**src/rtl/fetch_controller.sv**
```systemverilog
// fetch_controller: PC/fetch sequencing FSM with stall, redirect and flush-bubble handling
module fetch_controller #(
  parameter int FLUSH_CYCLES = 2,
  parameter int CNT_WIDTH    = 16
) (
  input  logic                 clk,
  input  logic                 reset,
  input  logic                 L1_busy,
  input  logic                 branch_instruction,
  input  logic                 branch_taken,
  input  logic                 jal_instruction,
  input  logic                 jalr_instruction,
  output logic [1:0]           pc_select,
  output logic                 pc_enable,
  output logic                 fetch_req,
  output logic                 flush,
  output logic [CNT_WIDTH-1:0] stall_count
);
  typedef enum logic [1:0] {IDLE, FETCH, STALL, FLUSH} state_t;
  localparam logic [2:0] BUBBLE_LOAD = 3'(FLUSH_CYCLES - 1);
  state_t     state, state_nx;
  logic [2:0] bubble, bubble_nx;
  logic       pend_vld, pend_vld_nx;
  logic [1:0] pend_sel, pend_sel_nx;
  logic [1:0] redir_sel, exit_sel;
  logic       redirect, exit_vld;
  assign redir_sel = jalr_instruction ? 2'd3 : jal_instruction ? 2'd2 :
                     (branch_instruction & branch_taken) ? 2'd1 : 2'd0;
  assign redirect  = redir_sel != 2'd0;
  // a redirect arriving on the very cycle the stall ends takes precedence over an older pending one
  assign exit_vld  = redirect | pend_vld;
  assign exit_sel  = redirect ? redir_sel : pend_sel;
  // next-state and output decode; reset forces all outputs low
  always_comb begin
    state_nx    = state;
    bubble_nx   = bubble;
    pend_vld_nx = pend_vld;
    pend_sel_nx = pend_sel;
    pc_select   = 2'd0;
    pc_enable   = 1'b0;
    fetch_req   = 1'b0;
    flush       = 1'b0;
    case (state)
      IDLE: state_nx = FETCH;
      FETCH: begin
        if (redirect) begin
          pc_enable = 1'b1;
          pc_select = redir_sel;
          flush     = 1'b1;
          bubble_nx = BUBBLE_LOAD;
          state_nx  = FLUSH;
        end else begin
          fetch_req = 1'b1;
          pc_enable = !L1_busy;
          state_nx  = L1_busy ? STALL : FETCH;
        end
      end
      STALL: begin
        fetch_req = 1'b1;
        flush     = redirect;
        if (redirect) begin
          pend_vld_nx = 1'b1;
          pend_sel_nx = redir_sel;
        end
        if (!L1_busy) begin
          pc_enable   = 1'b1;
          pc_select   = exit_vld ? exit_sel : 2'd0;
          pend_vld_nx = 1'b0;
          pend_sel_nx = 2'd0;
          bubble_nx   = exit_vld ? BUBBLE_LOAD : bubble;
          state_nx    = exit_vld ? FLUSH : FETCH;
        end
      end
      FLUSH: begin
        flush     = 1'b1;
        bubble_nx = (bubble != 3'd0) ? bubble - 3'd1 : 3'd0;
        state_nx  = (bubble == 3'd0) ? FETCH : FLUSH;
      end
      default: state_nx = IDLE;
    endcase
    if (!reset) begin
      pc_select = 2'd0;
      pc_enable = 1'b0;
      fetch_req = 1'b0;
      flush     = 1'b0;
    end
  end
  // state, pending redirect, bubble counter and saturating stall statistics
  always_ff @(posedge clk) begin
    if (!reset) begin
      state       <= IDLE;
      bubble      <= 3'd0;
      pend_vld    <= 1'b0;
      pend_sel    <= 2'd0;
      stall_count <= '0;
    end else begin
      state       <= state_nx;
      bubble      <= bubble_nx;
      pend_vld    <= pend_vld_nx;
      pend_sel    <= pend_sel_nx;
      if (state == STALL && !(&stall_count)) stall_count <= stall_count + 1'b1;
    end
  end
endmodule

```
**config.mk**
```make
export PLATFORM = sky130hd
export DESIGN_NAME = fetch_controller
export DESIGN_NICKNAME = d
export VERILOG_FILES = /design/src/rtl/fetch_controller.sv
export SDC_FILE = /design/constraint.sdc
export NUM_CORES = 1
export LEC_CHECK = 0
export CORE_MARGIN = 4
export CORE_UTILIZATION = 51
export DETAILED_ROUTE_END_ITERATION = 8
export MAX_ROUTING_LAYER = met4
export PLACE_DENSITY = 0.8
export SYNTH_ARGS = -nofsm -noshare
export SYNTH_HDL_FRONTEND = slang
export SYNTH_SLANG_ARGS = --single-unit
export TNS_END_PERCENT = 100
```
**constraint.sdc**
```tcl
create_clock -name clk -period 2.55 [get_ports clk]
set_clock_uncertainty 0.05 [all_clocks]
set_input_delay 0.255 -clock clk [delete_from_list [all_inputs] [get_ports clk]]
set_output_delay 0.255 -clock clk [all_outputs]
set_load 0.01 [all_outputs]
```
; Yosys cells after proc, flatten, opt, wreduce, memory -nomap -nowiden
; Index checks and enable logic that the tools add are counted.
[word_totals]
in_bits = 7
wordCells = 60
output_inout_bits = 21
register_bits = 24
[classes]
eq_ne = 7
addsub = 2
reduce_logical = 11
mux = 33
bitwise = 2
[op_table]
columns = cell, count
row1 = $mux 2, 13
row2 = $add 16x1->16 const B, 1
row3 = $reduce_and 16->1, 1
row4 = $mux 3, 4
row5 = $mux 1, 10
row6 = $pmux 3 s3, 1
row7 = $pmux 2 s4, 1
row8 = $ne 2x2->1 const B, 3
row9 = $reduce_bool 3->1, 2
row10 = $eq 2x2->1 const B, 2
row11 = $pmux 1 s2, 2
row12 = $pmux 2 s2, 1
row13 = $reduce_and 4->1, 1
row14 = $logic_not 3->1, 1
row15 = $pmux 1 s3, 1
row16 = $sub 3x1->3 const B, 1
row17 = $eq 2x1->1 const B, 1
row18 = $logic_not 1->1, 2
row19 = $logic_not 2->1, 1
row20 = $ne 2x1->1 const B, 1
row21 = $reduce_and 2->1, 1
row22 = $reduce_bool 2->1, 1
row23 = $and 1x1->1, 1
row24 = $logic_and 1x1->1, 1
row25 = $or 1x1->1, 1

; Logic depth before layout (Yosys ltp)
[depth]
ltp_word = 10
ltp_mapped = 8
depth_no_buf = 6

; Worst setup path after synthesis
; Ideal clock, no wire load.
[synth_path]
path_kind = reg-to-reg
start = reg state[0]
end = reg stall_count[13]
slack_ns = 0.728
t_arrival_ns = 1.701
path_buffers = 2
stages_incl_launch_ff = 9
t_required_ns = 2.430
path_cell_list = dfxtp_1 > inv_1 > ha_1 > buf_6 > nand4_2 > or2_4 > buf_6 > or4_1 > a21oi_1
[synth_between]
elab_chain_len = 2
[synth_rtl]
columns = item, line_no
row1 = "start, declared", 21  ; state_t state, state_nx;
row2 = "start signal, assigned", 97  ; state <= state_nx;
row3 = $eq 2x2->1, 101  ; if (state == STALL && !(&stall_count)) stall_count <= stall_count + 1'b1;
row4 = $logic_and 1x1->1, 101
row5 = "end signal, assigned", 101
row6 = "end, declared", 17  ; output logic [CNT_WIDTH-1:0] stall_count
; No other way between the ends.
; A chain may end at the register's enable or synchronous reset.

; Worst setup path after layout
[layout_path]
start = in jal_instruction
end = out pc_select[0]
[layout_between]
elab_chain_len = 8
word_cells_on_any_way = 10
[layout_rtl]
columns = item, line_no
row1 = "start, declared", 11  ; input logic jal_instruction,
row2 = $mux 2 (*) (2 in a row), 27  ; assign redir_sel = jalr_instruction ? 2'd3 : jal_instruction ? 2'd2 :
row3 = $reduce_bool 2->1, 29  ; assign redirect = redir_sel != 2'd0;
row4 = $mux 2 / $or 1x1->1 (equally long branches), n/a
row5 = $mux 2, 67  ; pc_select = exit_vld ? exit_sel : 2'd0;
row6 = $mux 2, 65  ; if (!L1_busy) begin
row7 = $pmux 2 s2 (*), 43  ; case (state)
row8 = $mux 2 (*), 81  ; if (!reset) begin
row9 = "end, declared", 13  ; output logic [1:0] pc_select,
; Mark *: on every way between the ends. The rest lies on a longest branch, timed or not.

==> flow_summary.yaml <==
run_status:
  run_status: "finished clean"
worst_setup_path:
  critPathKind: "in2out"
  critical_path_required_ps: 2250
  reg2regPathDepth: 6
  rrSetupSlack_ps: 480
  crit_slowest_cell: "clkdlybuf4s50_1"
  setup.worst_path.end_class: "output port"
  path_depth: 6
  path_delay_family: "buffers and inverters"
  critPathLaunchType: "primary input"
  cp_max_fo: 7
  path_cells: "clkdlybuf4s50_1, a2111oi_2, nor2_1, o31ai_1, a21oi_1, clkdlybuf4s50_1"
  critPathMostFrequentCell: "clkdlybuf4s50_1"
  crit_start: "jal_instruction"
  crit_buf_inv: 2
  arrival_ps: 2120
  reg2reg_from: "stall_count[0]"
  max_stage_delay_ps: 530
run:
  drv_cap: 0
placement:
  dpl_worst_slack_ps: 175
  place_congestion: 0.851
  portBuffers: 27
  post_dp_cell_area_mm2: 0.00169
  dp_hpwl_mm: 2.48
pwr:
  power_density_mw_per_mm2: 423
  clkPwrFrac_pct: 23.5
  p_int_mw: 0.517
  switching_share_pct: 29.6
  p_leak_nw: 0.572
  p_sw_mw: 0.218
  p_comb_share_pct: 22.0
  p_seq_share_pct: 54.5
  vdd_ir_drop_max_mv: 0.365
clock_tree:
  clk_pin_slew_worst_paths_ps: 130
  worstSkewPairLatency_ps: 320
  cts_tree: "built"
  htree_levels: 1
  ctsLongestPathBuffers: 2
  cts_buffers: 3
  hold_buffers: 0
  cts_root_buf: "clkbuf_4"
  clock-sinks: 24
floorplanning:
  ios: 28
  core_mm2: 0.00254
  die_w_um: 60.3
  fp.dieH_um: 60.3
  initial_core_util_pct: 54.7
  rows: 18
  die_area_mm2: 0.00363
logic_synthesis:
  synth-simple-area-share_pct: 27.0
  synth-seq-cells: 24
  syn_area_per_cell_um2: 8.10
  synthDominantCellAreaShare_pct: 34.5
  synthAdderAreaFrac_pct: 4.49
  synthMuxAreaShare_pct: 0.719
  yosysTopAreaCell: "dfxtp_1"
  syn_area_mm2: 0.00139
  yosysUniqueCellTypes: 44
  synth_ff_type: "dfxtp_1"
  syn_inst: 172
  synth_xor_area_share_pct: 0
  synthArstFlopShare_pct: 0
  synth-compound-area-share_pct: 28.2
  synth_seq_area_share_pct: 34.5
  synth.area.top_cells: "dfxtp_1 (35%), a21oi_1 (7.5%), nand2_1 (5.1%), ha_1 (4.5%), o21ai_0 (4.0%)"
  syn_nets: 184
  synth_top_family_by_area: "compound AO/OA/AOI/OAI gates"
  synth_warnings: 0
  synth_edf_count: 0
layout:
  seq_area_um2: 480
  fillCellCount: 214
  syn_to_final_growth_pct: 24.7
  mostFrequentLayoutCells: "clkdlybuf4s50_1 (27), dfxtp_1 (24), a21oi_1 (21)"
  drive_gt1_share_pct: 9.50
  num_antenna_cells: 0
  final_common_cell: "clkdlybuf4s50_1"
  num-nets-final: 214
  multi_input_area_um2: 855
  finalInstanceArea_mm2: 0.00174
route:
  dr.pass1.iters: 4
  avgRoutedWirePerCell_um: 15.2
  final_antenna_net_count: 0
  drtIter0Drc: 94
  wirelength_mm: 3.50
  drc_errors: 0
  vias_per_cell: 6.16
  vias: 1417
sta:
  hold_viol: 0
  max_clock_freq_mhz: 413
  slew_violations: 0
  worst_slew_pin_slew_ps: 851
  finalSetupViolations: 0
  fin_ws_ps: 128
  fin_tns_setup_ps: 0
  rsz0062_at_grt: "false"
  period_share_pct: 95.0
  fin_crit_ps: 2420
  maxSlewHeadroom_pct: 42.8
min_path:
  hold_depth: 2
  hold_start: "pend_sel[0]"
  hp-class: "reg2reg"
grt:
  busiest_layer: "met2"
  grtUsageTotal_pct: 21.7
  grt_util_met2_pct: 37.0
  antenna_found_initial: 0
  grt_util_met3_pct: 4.32
  gr-total-overflow: 0
  grt_pass1_vias: 1367
  grt_pass1_wl_mm: 5.98
  global_route.usage.met1_pct: 26.4
  grt_max_degree: 16
==> kinds of logic after synthesis <==
| kind of cell | Yosys count |
|---|---|
| flops | 24 |
| mux | 1 |
| compound gates | 59 |
| simple gates | 69 |
| fa+ha+maj | 5 |
| buf+inv | 14 |
==> registers in the layout, summed over array words and instances, names as in the netlist <==
name         cells
bubble           3
pend_sel         2
pend_vld         1
stall_count     16
state            2
==> power by group through the flow <==
stage	clock network, mW	logic, mW	registers [mW]
after floorplan	0	0.100	0.405
final	0.172	0.162	0.400
after global placement	0	0.146	0.406
after CTS	0.174	0.154	0.399
after global routing	0.189	0.177	0.402
after detailed placement	0	0.152	0.408
==> tightest hold or removal path, delay by kind of cell, from the launching register on <==
| family | cells | cell delay, ps |
|---|---|---|
| flip-flops | 1 | 330 |
| AO/OA/AOI/OAI | 1 | 50 |
| AND/OR/NAND/NOR | 1 | 60 |
==> per-stage QoR <==
step	hold slack, ps	utilization [%]	instances	power (mW)
3_3_place_gp	404	66.3	225	0.552
2_1_floorplan	388	-	172	0.505
3_5_place_dp	415	66.3	225	0.560
5_1_grt	445	68.2	230	0.768
4_1_cts	433	67.3	228	0.727
6_report	428	68.2	230	0.735
==> synthesized netlist by cell type, types with 3 or more instances <==
| master | count |
|---|---|
| a21oi_1 | 21 |
| clkbuf_1 | 5 |
| dfxtp_1 | 24 |
| ha_1 | 5 |
| inv_1 | 5 |
| nand2_1 | 19 |
| nand2b_1 | 5 |
| nand3_1 | 9 |
| nand4_1 | 3 |
| nor2_1 | 11 |
| o21ai_0 | 11 |
| o311ai_0 | 3 |
| o31ai_1 | 7 |
| or4_1 | 6 |
==> routing by layer <==
layer,part of all wire [%],vias to the layer above
met5,0,-
met4,0.49,0
met3,4.4,2
met2,49,40
met1,46,660
li1,-,715
==> path summary, 6_finish.rpt <==
| kind | endpoint |
|---|---|
| max | pc_select[0] |
| min | pend_sel[0] |
| max reg2reg | stall_count[5] |
| min reg2reg | pend_sel[0] |
==> area by class of cell <==
cell class,count,share of cell area (%)
clock buffer,3,1.30
tap,30,2.16
sequential,24,27.7
inverter,5,1.08
multi-input combinational,134,49.2
timing repair buffer,34,18.6
==> repair_timing <==
item                       4_1_cts  5_1_grt
buffers inserted                 0        2
hold endpoints to repair         0        0
setup endpoints to repair        2        2
resized for setup                1        1
Power figures use the tool's default switching activity.
